==> src/rtl/gcd_engine.sv <==
// GCD engine: subtractive Euclid or binary (Stein) reduction, one step per clock,
// with a start/done handshake, a both-zero error flag and an iteration count.
module gcd_engine #(
  parameter int unsigned WIDTH = 8,
  parameter int unsigned CNT_W = 16
) (
  input  logic             clk,
  input  logic             rst,
  input  logic             start,
  input  logic             mode,
  input  logic [WIDTH-1:0] a_in,
  input  logic [WIDTH-1:0] b_in,
  output logic             busy,
  output logic             done,
  output logic [WIDTH-1:0] gcd_out,
  output logic             err,
  output logic [CNT_W-1:0] cycles
);

  localparam int unsigned K_W = $clog2(WIDTH) + 1;

  typedef enum logic [1:0] {
    S_IDLE,
    S_RUN_S,
    S_RUN_B,
    S_DONE
  } state_t;

  state_t           state;
  logic [WIDTH-1:0] a_r;
  logic [WIDTH-1:0] b_r;
  logic [K_W-1:0]   k;
  logic [CNT_W-1:0] cnt;
  logic [CNT_W-1:0] cnt_inc;

  // Iteration count saturates instead of wrapping.
  assign cnt_inc = (cnt == '1) ? cnt : cnt + CNT_W'(1);

  always_ff @(posedge clk) begin
    if (rst) begin
      state   <= S_IDLE;
      a_r     <= '0;
      b_r     <= '0;
      k       <= '0;
      cnt     <= '0;
      busy    <= 1'b0;
      done    <= 1'b0;
      gcd_out <= '0;
      err     <= 1'b0;
      cycles  <= '0;
    end else begin
      done <= 1'b0;
      unique case (state)
        S_IDLE: begin
          if (start) begin
            a_r  <= a_in;
            b_r  <= b_in;
            k    <= '0;
            cnt  <= '0;
            busy <= 1'b1;
            // A zero operand short-circuits: gcd(x,0) = x, gcd(0,0) is flagged.
            if (a_in == '0 || b_in == '0) begin
              gcd_out <= a_in | b_in;
              err     <= (a_in == '0) && (b_in == '0);
              cycles  <= '0;
              done    <= 1'b1;
              state   <= S_DONE;
            end else begin
              state <= mode ? S_RUN_B : S_RUN_S;
            end
          end
        end

        S_RUN_S: begin
          cnt <= cnt_inc;
          if (a_r == b_r) begin
            gcd_out <= a_r;
            cycles  <= cnt_inc;
            err     <= 1'b0;
            done    <= 1'b1;
            state   <= S_DONE;
          end else if (a_r < b_r) begin
            b_r <= b_r - a_r;
          end else begin
            a_r <= a_r - b_r;
          end
        end

        S_RUN_B: begin
          cnt <= cnt_inc;
          if (!a_r[0] && !b_r[0]) begin
            a_r <= a_r >> 1;
            b_r <= b_r >> 1;
            k   <= k + K_W'(1);
          end else if (!a_r[0]) begin
            a_r <= a_r >> 1;
          end else if (!b_r[0]) begin
            b_r <= b_r >> 1;
          end else if (a_r == b_r) begin
            // Common factor of two restored; cannot exceed the original operands.
            gcd_out <= a_r << k;
            cycles  <= cnt_inc;
            err     <= 1'b0;
            done    <= 1'b1;
            state   <= S_DONE;
          end else if (a_r > b_r) begin
            a_r <= a_r - b_r;
          end else begin
            b_r <= b_r - a_r;
          end
        end

        S_DONE: begin
          busy  <= 1'b0;
          state <= S_IDLE;
        end

        default: begin
          busy  <= 1'b0;
          state <= S_IDLE;
        end
      endcase
    end
  end

endmodule

==> config.mk <==
export PLATFORM = sky130hd
export DESIGN_NAME = gcd_engine
export DESIGN_NICKNAME = d
export VERILOG_FILES = /design/src/rtl/gcd_engine.sv
export SDC_FILE = /design/constraint.sdc
export NUM_CORES = 1
export LEC_CHECK = 0
export ABC_CLOCK_PERIOD_IN_PS = 2500
export BUFFER_PORTS_ARGS = -buffer_cell sky130_fd_sc_hd__buf_2
export CAP_MARGIN = 20
export CORE_UTILIZATION = 54
export DETAILED_ROUTE_END_ITERATION = 10
export GPL_TIMING_DRIVEN = 0
export PLACE_DENSITY = 0.76
export SLEW_MARGIN = 5
export SYNTH_ARGS = -nofsm -noshare
export SYNTH_HDL_FRONTEND = slang
export SYNTH_SLANG_ARGS = --single-unit
==> constraint.sdc <==
create_clock -name clk -period 2.5 [get_ports clk]
set_input_delay 0.5 -clock clk [delete_from_list [all_inputs] [get_ports clk]]
set_output_delay 0.5 -clock clk [all_outputs]
set_load 0.03 [all_outputs]
==> run_results.csv, run 1 <==
group,metric,value,unit
outcome,outcome,"finished, violations left",
outcome,violations,"setup timing",
global_route,grt.total_usage,33.2,%
clocking,cts_buffers,9,
route,wl,14600,um
synth,async_flop_share,0,%
power,p_leak,2.07,nW
power,swShare,47.3,%
sta,drv_slew,0,
route,via_per_inst,6.52,
sta,period_minus_slack,2530,ps
power,pwr-share-comb,61.4,%
placement,portBuffers,46,
route,detail-route-antenna-nets,0,
synth,yosysSeqAreaShare,29.1,%
sta,fmax,395,MHz
critical_path,start_kind,"register",
synth,synth_edf_count,0,
sta,fin_skew,12.4,ps
route,drt_iter0_drc,454,
critical_path,critPathSlowestCell,"o41ai_1",
die,pin_count,47,
critical_path,cp_slowest_stage_delay,400,ps
layout,multiInputGateArea,3030,um2
synth,synthCells,572,
power,ir_drop,0.000678,V
route,vias,4917,
power,powerDensity,1160,nW/um2
global_route,grt_pass1_wl,22300,um
die,rows,32,
layout,final_util,68.7,%
layout,final_nets,692,
sta,hold_viol_final,0,
critical_path,required,2740,ps
power,pwr-share-seq,22.4,%
clocking,htreeDepth,3,
sta,period_share,101,%
clocking,clk_pin_slew_worst_paths,80,ps
placement,gp_congestion,0.977,
die,core,7850,um2
sta,worst-slew-pin-transition,730,ps
global_route,grt_start_max_net_pins,13,
synth,yosys.cell_types.count,58,
route,dr.pass1.iters,7,
layout,n_antenna_cell,0,
layout,fill_cells,666,
critical_path,arrival,2770,ps
clocking,ctsHoldBuffers,0,
die,die_area,8640,um2
min_path,min_path_type,"reg2reg",
sta,finalWorstSetupSlack,-32.8,ps
die,start_util,57.0,%
sta,setup_violations,1,
power,p_switching,0.00296,W
route,drc_errors,0,
clocking,clk_latency,360,ps
clocking,cts_sinks,65,
clocking,clockBufferDepth,2,
power,p_clk_share,16.2,%
route,wl_per_cell,19.4,um
synth,syn_nets,617,
power,p_int,0.00329,W
layout,synthToLayoutAreaGrowth,20.6,%
synth,synth.avg_cell_area,7.81,um2
synth,ys_ff_latch,65,
die,die_h,93.0,um
placement,dp_hpwl,10200,um
layout,seq_area,1330,um2
clocking,cts-root-buf,"clkbuf_8",
job,max_cap_violations,0,
critical_path,worstSetupEndpointType,"register",
global_route,grt_pass1_vias,4383,
synth,syn_area,4470,um2
placement,dpl_cell_area,4830,um2
critical_path,path_cells,"inv_1 > ha_1 > buf_4 > o21ai_0 > o21bai_2 > o21ai_1 > a221o_1 > buf_2 > o41ai_1",
synth,synth_ff_type,"dfxtp_1",
clocking,tritoncts,"built",
layout,drive_gt1_share,22.7,%
layout,fin_area,5390,um2
sta,rsz0062_at_grt,"true",
die,dieWidth,93.0,um
sta,maxSlewHeadroom,51.3,%
global_route,antenna_found_initial,0,
synth,yosysWarnings,0,
global_route,grt_remaining_overflow,0,
critical_path,worstPathMaxFanout,10,
critical_path,criticalPathCategory,"reg2reg",
==> power groups by stage <==
stage                     sequential [W]  clock [W]  combinational (W)
after floorplan                  0.00150          0            0.00221
after global placement           0.00142          0            0.00306
after detailed placement         0.00143          0            0.00312
after CTS                        0.00140    0.00101            0.00329
after global routing             0.00142    0.00105            0.00408
final                            0.00140    0.00101            0.00384
==> worst max-delay path, delay by kind of cell (launching register included) <==
family                     cells  cell delay, ps
adders and majority gates      1             270
AOI/OAI and AO/OA              5            1360
DFF                            1             360
buffers and inverters          3             430
==> placed cells by master, fill, tap and decap left out, types with 11 or more instances in the layout <==
cell type	synthesis	final
a21oi_1	55	52
a221oi_1	16	15
buf_2	8	51
buf_4	3	21
clkbuf_1	23	18
dfxtp_1	65	57
ha_1	23	19
inv_1	26	24
mux2i_1	12	12
nand2_1	69	69
nand3_1	14	13
nand3b_1	17	17
nor2_1	51	49
nor3_1	16	16
o21ai_0	20	19
xor2_1	11	11
==> sequential cells by signal, indices dropped and copies added, names as in the netlist <==
register	cells
a_r	8
b_r	8
busy	1
cnt	16
cycles	16
done	1
err	1
gcd_out	8
k	4
state	2
==> synth_stat cells, drive strengths merged, types with 3 or more instances <==
| cell | n | area share, % |
|---|---|---|
| nand4 | 9 | 1.4 |
| mux2i | 12 | 2.7 |
| nor2b | 8 | 1.1 |
| a221oi | 16 | 3.1 |
| mux4 | 4 | 2.0 |
| a211o | 4 | 0.78 |
| o2111ai | 3 | 0.59 |
| a211oi | 5 | 0.84 |
| xnor2 | 8 | 1.6 |
| nand3 | 15 | 1.8 |
| dfxtp | 65 | 29 |
| nor3 | 16 | 1.8 |
| a41oi | 4 | 0.78 |
| o21bai | 3 | 0.50 |
| nor2 | 52 | 4.4 |
| nor4 | 4 | 0.56 |
| a21oi | 56 | 6.4 |
| nand2b | 8 | 1.1 |
| o41ai | 13 | 2.5 |
| xor2 | 11 | 2.2 |
| or3 | 5 | 0.81 |
| clkbuf | 23 | 1.9 |
| a22oi | 4 | 0.98 |
| and3 | 6 | 0.84 |
| o211ai | 3 | 0.50 |
| ha | 23 | 6.4 |
| a21o | 6 | 1.0 |
| inv | 26 | 2.2 |
| a31o | 5 | 0.98 |
| nand3b | 17 | 2.9 |
| a31oi | 7 | 0.98 |
| buf | 17 | 2.4 |
| o21ai | 25 | 2.8 |
| nand2 | 69 | 5.8 |
==> cell type report <==
| class | instances | share of cell area, % |
|---|---|---|
| tap | 102 | 2.37 |
| clock buffer | 10 | 2.37 |
| clock inverter | 6 | 1.69 |
| sequential | 65 | 24.6 |
| buffer | 40 | 4.20 |
| multi-input combinational | 440 | 56.1 |
| inverter | 27 | 1.88 |
| timing repair buffer | 64 | 6.78 |
==> path summary, 6_finish.rpt <==
path,startpoint,end,slack (ps),depth (start not counted)
hold / removal,gcd_out[4]$_SDFFE_PP0P_,gcd_out[4]$_SDFFE_PP0P_,450,2
setup / recovery,a_r[6]$_SDFFE_PP0P_,a_r[5]$_SDFFE_PP0P_,-30,9
setup reg to reg,a_r[6]$_SDFFE_PP0P_,a_r[5]$_SDFFE_PP0P_,-30,9
hold reg to reg,gcd_out[4]$_SDFFE_PP0P_,gcd_out[4]$_SDFFE_PP0P_,450,2
==> layer usage <==
metal  vias up  GRT usage (%)  routed length [um]
li1       2228              -                   -
met1      2318           47.0                6360
met2       313           49.6                6240
met3        58           7.48                1570
met4         0           11.2                 435
met5         -              0                   0
==> per-stage QoR <==
step           worst slack, ps  hold WS (ps)  setup TNS, ps  instances  power, W
2_1_floorplan             99.1           463              0        572   0.00371
3_3_place_gp              -400           437          -5840        720   0.00447
3_5_place_dp              -424           443          -7300        720   0.00455
4_1_cts                  -1.97           448          -1.97        741   0.00571
5_1_grt                  -66.0           468           -356        754   0.00654
6_report                 -32.8           452          -32.8        754   0.00625
==> cells by family (layout without fill, tap and decap cells) <==
| family | after synthesis | after routing | synth area share [%] |
|---|---|---|---|
| simple gates | 216 | 216 | 23.7 |
| compound gates | 162 | 162 | 24.3 |
| buf+inv | 67 | 147 | 6.61 |
| flops | 65 | 65 | 29.1 |
| fa+ha+maj | 25 | 25 | 7.33 |
| xor+xnor | 19 | 19 | 3.72 |
| mux | 18 | 18 | 5.21 |
==> what timing repair did <==
action                                  in CTS  in global routing
pin swaps                                    3                 11
setup buffers                                5                 13
endpoints found under the setup margin      43                 45
resized for setup                           24                 38
Power figures use the tool's default switching activity.
==> inputs of run 2 (changes only) <==
--- a/config.mk
+++ b/config.mk
@@ -5,6 +5,7 @@
 export SDC_FILE = /design/constraint.sdc
 export NUM_CORES = 1
 export LEC_CHECK = 0
+export ABC_AREA = 1
 export ABC_CLOCK_PERIOD_IN_PS = 2500
 export BUFFER_PORTS_ARGS = -buffer_cell sky130_fd_sc_hd__buf_2
 export CAP_MARGIN = 20
@@ -12,6 +13,7 @@
 export DETAILED_ROUTE_END_ITERATION = 10
 export GPL_TIMING_DRIVEN = 0
 export PLACE_DENSITY = 0.76
+export SKIP_CTS_REPAIR_TIMING = 1
 export SLEW_MARGIN = 5
 export SYNTH_ARGS = -nofsm -noshare
 export SYNTH_HDL_FRONTEND = slang
==> run_results.csv, run 2 <==
group,metric,value,unit
outcome,outcome,"finished clean",
global_route,grt_pass1_wl,24300,um
critical_path,worstSetupEndpointType,"register",
power,powerDensity,1580,nW/um2
global_route,grt.total_usage,35.9,%
critical_path,worstPathMaxFanout,10,
critical_path,arrival,2680,ps
layout,n_antenna_cell,0,
critical_path,critPathSlowestCell,"clkbuf_1",
die,core,8300,um2
critical_path,required,2800,ps
placement,gp_congestion,0.957,
synth,synth_area_leader_cell,"dfxtp_1",
power,ir_drop,0.000954,V
synth,synth_common_cells,"174 x nand2_1, 96 x nor2_1, 85 x inv_1",
clocking,cts-root-buf,"clkbuf_8",
layout,mostFrequentLayoutCells,"174 x nand2_1, 95 x nor2_1, 83 x inv_1",
sta,fmax,421,MHz
sta,period_minus_slack,2380,ps
die,pin_count,47,
route,drt_iter0_drc,679,
synth,synth_ff_type,"dfxtp_1",
route,detail-route-antenna-nets,0,
synth,syn_nets,787,
critical_path,criticalPathCategory,"reg2reg",
layout,fin_area,5310,um2
placement,dp_hpwl,11800,um
die,rows,33,
layout,synthToLayoutAreaGrowth,13.6,%
synth,synth.avg_cell_area,6.30,um2
sta,setup_violations,0,
global_route,grt_start_max_net_pins,14,
clocking,cts_buffers,9,
synth,yosysWarnings,0,
power,p_leak,2.51,nW
route,drc_errors,0,
die,dieWidth,95.1,um
synth,async_flop_share,0,%
global_route,grt_pass1_vias,4840,
layout,reg_top3,"cnt: 16 flops, cycles: 16 flops",
critical_path,cp_common_cell,"clkbuf_1",
min_path,min_path_type,"in2reg",
sta,period_share,95.1,%
layout,final_util,64.0,%
clocking,tritoncts,"built",
sta,drv_slew,0,
route,dr.pass1.iters,6,
route,wl_per_cell,17.2,um
critical_path,cp_slowest_stage_delay,500,ps
route,via_per_inst,5.83,
sta,hold_viol_final,0,
sta,worst-slew-pin-transition,609,ps
synth,yosys.area.top_type_share,27.8,%
clocking,clockBufferDepth,2,
layout,drive_gt1_share,15.0,%
die,die_area,9040,um2
global_route,grt_remaining_overflow,0,
synth,ys_ff_latch,65,
synth,synth_edf_count,0,
synth,synthMostInstantiatedCell,"nand2_1",
die,die_h,95.1,um
sta,finalSetupTns,0,ps
critical_path,r2r_setup_slack,120,ps
synth,yosysSeqAreaShare,27.8,%
layout,final_common_cell,"nand2_1",
synth,synth.area.top_cells,"dfxtp_1 28%, nand2_1 14%, nor2_1 7.7%, o21ai_0 7.4%, a21oi_1 7.1%",
die,start_util,56.4,%
clocking,htreeDepth,3,
placement,dpl_cell_area,5040,um2
synth,yosys.cell_types.count,42,
synth,synthCells,742,
sta,fin_skew,12.8,ps
global_route,antenna_found_initial,0,
clocking,clk_pin_slew_worst_paths,90,ps
critical_path,path_cells,"inv_1 > ha_1 > clkbuf_1 > buf_2 > clkbuf_1 > o21ai_0 > a21oi_1",
layout,final_nets,847,
clocking,cts_sinks,65,
job,max_cap_violations,0,
route,vias,5313,
route,wl,15700,um
synth,syn_area,4680,um2
placement,portBuffers,46,
critical_path,start_kind,"register",
clocking,clk_latency,370,ps
sta,maxSlewHeadroom,59.4,%
-- run 2: cell types whose count changed after synthesis, sizes merged, moves of 8 or more --
cell	previous run	this run
a21oi	56	71
a221oi	16	0
clkbuf	23	15
inv	26	90
mux2i	12	1
nand2	69	185
nand2b	8	0
nand3	15	43
nand3b	17	3
nor2	52	100
nor2b	8	0
o21ai	25	71
o41ai	13	0
-- run 2: logic make-up after synthesis --
family	Yosys count	synth area share, %
compound gates	161	18.6
xor+xnor	13	2.43
fa+ha+maj	25	7.01
buf+inv	118	10.6
flops	65	27.8
mux	1	0.214
simple gates	359	33.3
-- run 2: worst max-delay path: cells and delay by family, from the launching register on --
family	cells	cell delay, ps
adders and majority gates	1	270
AOI/OAI and AO/OA	2	370
buffers and inverters	4	1280
DFF	1	400
-- run 2: layer usage --
metal  vias to the layer above  GRT usage, %  part of all wire (%)
met1                      2354          51.7                    43
met4                         2          11.5                   2.9
met5                         -          4.17                  0.33
met3                        57          9.09                    13
met2                       373          51.4                    40
li1                       2527             -                     -
-- run 2: path summary, 6_finish.rpt --
kind                                from                     end  depth (start not counted)
setup / recovery   state[1]$_SDFFE_PP0P_     b_r[1]$_SDFFE_PP0P_                          7
hold / removal                       rst    cnt[12]$_SDFFE_PP0P_                          2
setup reg to reg   state[1]$_SDFFE_PP0P_     b_r[1]$_SDFFE_PP0P_                          7
hold reg to reg   cycles[4]$_SDFFE_PP0P_  cycles[4]$_SDFFE_PP0P_                          2
-- run 2: layout make-up --
cell class                      count  area (um2)
Inverter                           90         343
Multi-Input combinational cell    559        2900
Clock buffer                        9         124
Buffer                             28         154
Clock inverter                      7         103
Sequential cell                    65        1310
Tap cell                          105         131
Timing Repair Buffer               49         253
Fill cell                         772        2990
-- run 2: where the power goes --
group          switching (W)  internal, W  total, W
Sequential          0.000353      0.00140   0.00175
Clock               0.000501     0.000574   0.00107
Combinational        0.00384      0.00171   0.00554
Total                0.00469      0.00368   0.00837
-- run 2: metrics by stage --
stage / std cells / hold WS, ps / setup WS, ps / total power, W
after floorplan: 742 / 478 / 460 / 0.00553
after global placement: 893 / 453 / 29.7 / 0.00687
after detailed placement: 893 / 458 / 25.3 / 0.00695
after CTS: 909 / 389 / 4.63 / 0.00803
after global routing: 912 / 396 / -31.1 / 0.00894
final: 912 / 406 / 122 / 0.00837
==> inputs of run 3 (changes only) <==
--- a/config.mk
+++ b/config.mk
@@ -6,13 +6,13 @@
 export NUM_CORES = 1
 export LEC_CHECK = 0
 export ABC_AREA = 1
-export ABC_CLOCK_PERIOD_IN_PS = 2500
+export ABC_CLOCK_PERIOD_IN_PS = 2300
 export BUFFER_PORTS_ARGS = -buffer_cell sky130_fd_sc_hd__buf_2
 export CAP_MARGIN = 20
-export CORE_UTILIZATION = 54
+export CORE_UTILIZATION = 60
 export DETAILED_ROUTE_END_ITERATION = 10
 export GPL_TIMING_DRIVEN = 0
-export PLACE_DENSITY = 0.76
+export PLACE_DENSITY = 0.8
 export SKIP_CTS_REPAIR_TIMING = 1
 export SLEW_MARGIN = 5
 export SYNTH_ARGS = -nofsm -noshare
==> constraint.sdc (replaced) <==
create_clock -name clk -period 2.3 [get_ports clk]
set_input_delay 0.46 -clock clk [delete_from_list [all_inputs] [get_ports clk]]
set_output_delay 0.46 -clock clk [all_outputs]
set_load 0.03 [all_outputs]
==> run_results.csv, run 3 (synthesis gave the netlist of run 2 again) <==
group,metric,value,unit
clocking,clk_latency,350,ps
clocking,tritoncts,"built",
layout,n_antenna_cell,0,
critical_path,required,2580,ps
job,max_cap_violations,0,
outcome,outcome,"finished clean",
die,rows,31,
placement,pre_cts_ws,-148,ps
critical_path,arrival,2520,ps
layout,drive_gt1_share,18.1,%
global_route,antenna_found_initial,0,
sta,fin_skew,9.23,ps
min_path,min_path_type,"in2reg",
sta,setup_violations,0,
critical_path,criticalPathCategory,"reg2reg",
layout,mostFrequentLayoutCells,"172 x nand2_1, 93 x nor2_1, 82 x inv_1",
power,powerDensity,1750,nW/um2
clocking,clockBufferDepth,2,
layout,final_cells,910,
sta,maxSlewHeadroom,59.1,%
sta,period_share,97.5,%
die,start_util,63.1,%
sta,drv_slew,0,
sta,rsz0062_at_grt,"true",
global_route,grt_pass1_vias,4873,
global_route,grt_start_max_net_pins,13,
layout,final_common_cell,"nand2_1",
sta,holdWs,335,ps
die,die_area,8150,um2
placement,dp_hpwl,11500,um
global_route,grt_pass1_wl,24400,um
clocking,htreeDepth,3,
sta,period_minus_slack,2240,ps
sta,hold_viol_final,0,
placement,placedCellCount,887,
power,power,0.00956,W
clocking,cts-root-buf,"clkbuf_8",
route,drc_errors,0,
layout,reg_top3,"cnt: 16 flops, cycles: 16 flops",
route,via_per_inst,5.94,
die,pin_count,47,
die,dieWidth,90.3,um
layout,synthToLayoutAreaGrowth,17.1,%
critical_path,start_kind,"register",
clocking,cts_buffers,9,
clocking,cts_sinks,65,
route,wl,15500,um
layout,final_nets,851,
power,ir_drop,0.00123,V
global_route,grt_remaining_overflow,0,
sta,worst-slew-pin-transition,614,ps
placement,portBuffers,46,
clocking,clk_pin_slew_worst_paths,80,ps
sta,finalWorstSetupSlack,56.7,ps
sta,finalSetupTns,0,ps
power,p_leak,2.57,nW
critical_path,worstPathMaxFanout,6,
route,detail-route-antenna-nets,0,
route,dr.pass1.iters,7,
die,die_h,90.3,um
placement,gp_congestion,1.01,
route,wl_per_cell,17.1,um
die,core,7410,um2
global_route,grt.total_usage,38.1,%
route,vias,5404,
sta,fmax,446,MHz
route,drt_iter0_drc,609,
critical_path,worstSetupEndpointType,"register",
critical_path,r2r_setup_slack,60,ps
[run 3: changes by cell type in the layout (fill, tap and decap cells not counted), sizes merged]
cell      before  now
clkbuf        24   25
bufinv         2    3
inv           92   89
clkinvlp       0    1
nand2        185  186
buf           62   65
[run 3: power breakdown]
part	switching, W	internal (W)	leakage, nW
combinational	0.00435	0.00206	1.91
sequential	0.000377	0.00153	0.536
clock	0.000497	0.000754	0.123
total	0.00522	0.00434	2.57
[run 3: layout make-up]
type | count | area, um2
multi-input combinational | 560 | 2990
fill | 650 | 1930
sequential | 65 | 1310
inverter | 90 | 350
timing repair buffer | 53 | 283
buffer | 27 | 164
clock buffer | 10 | 138
tap | 99 | 124
clock inverter | 6 | 115
[run 3: stage by stage]
stage / util (%) / cell area (um2)
after floorplan: - / 4680
after global placement: 67.9 / 5030
after detailed placement: 67.9 / 5030
after CTS: 71.3 / 5280
after global routing: 74.0 / 5480
final: 74.0 / 5480
[run 3: worst paths after layout]
path / depth (start not counted) / start / end
worst max-delay path: 14 / a_r[0]$_SDFFE_PP0P_ / b_r[5]$_SDFFE_PP0P_
worst min-delay path: 2 / rst / cnt[12]$_SDFFE_PP0P_
worst max register to register: 14 / a_r[0]$_SDFFE_PP0P_ / b_r[5]$_SDFFE_PP0P_
worst min register to register: 2 / cycles[5]$_SDFFE_PP0P_ / cycles[5]$_SDFFE_PP0P_
[run 3: critical path, stage by stage, from the launching register on]
cell and delay [ps]:
dfxtp_4 380, inv_4 80, ha_2 190, inv_1 60, fa_2 360, nand2_2 110, nand2_4 80, nand2_4 80
nand3_2 100, a21oi_4 200, nand2_4 110, buf_4 150, nand2_1 40, nand2_1 60, a21oi_1 170
[run 3: metal layers]
layer	vias up	part of all wire, %	GRT usage [%]
li1	2540	-	-
met1	2445	44	55.0
met2	372	42	56.7
met3	47	12	8.00
met4	0	2.3	12.0
met5	-	0	0
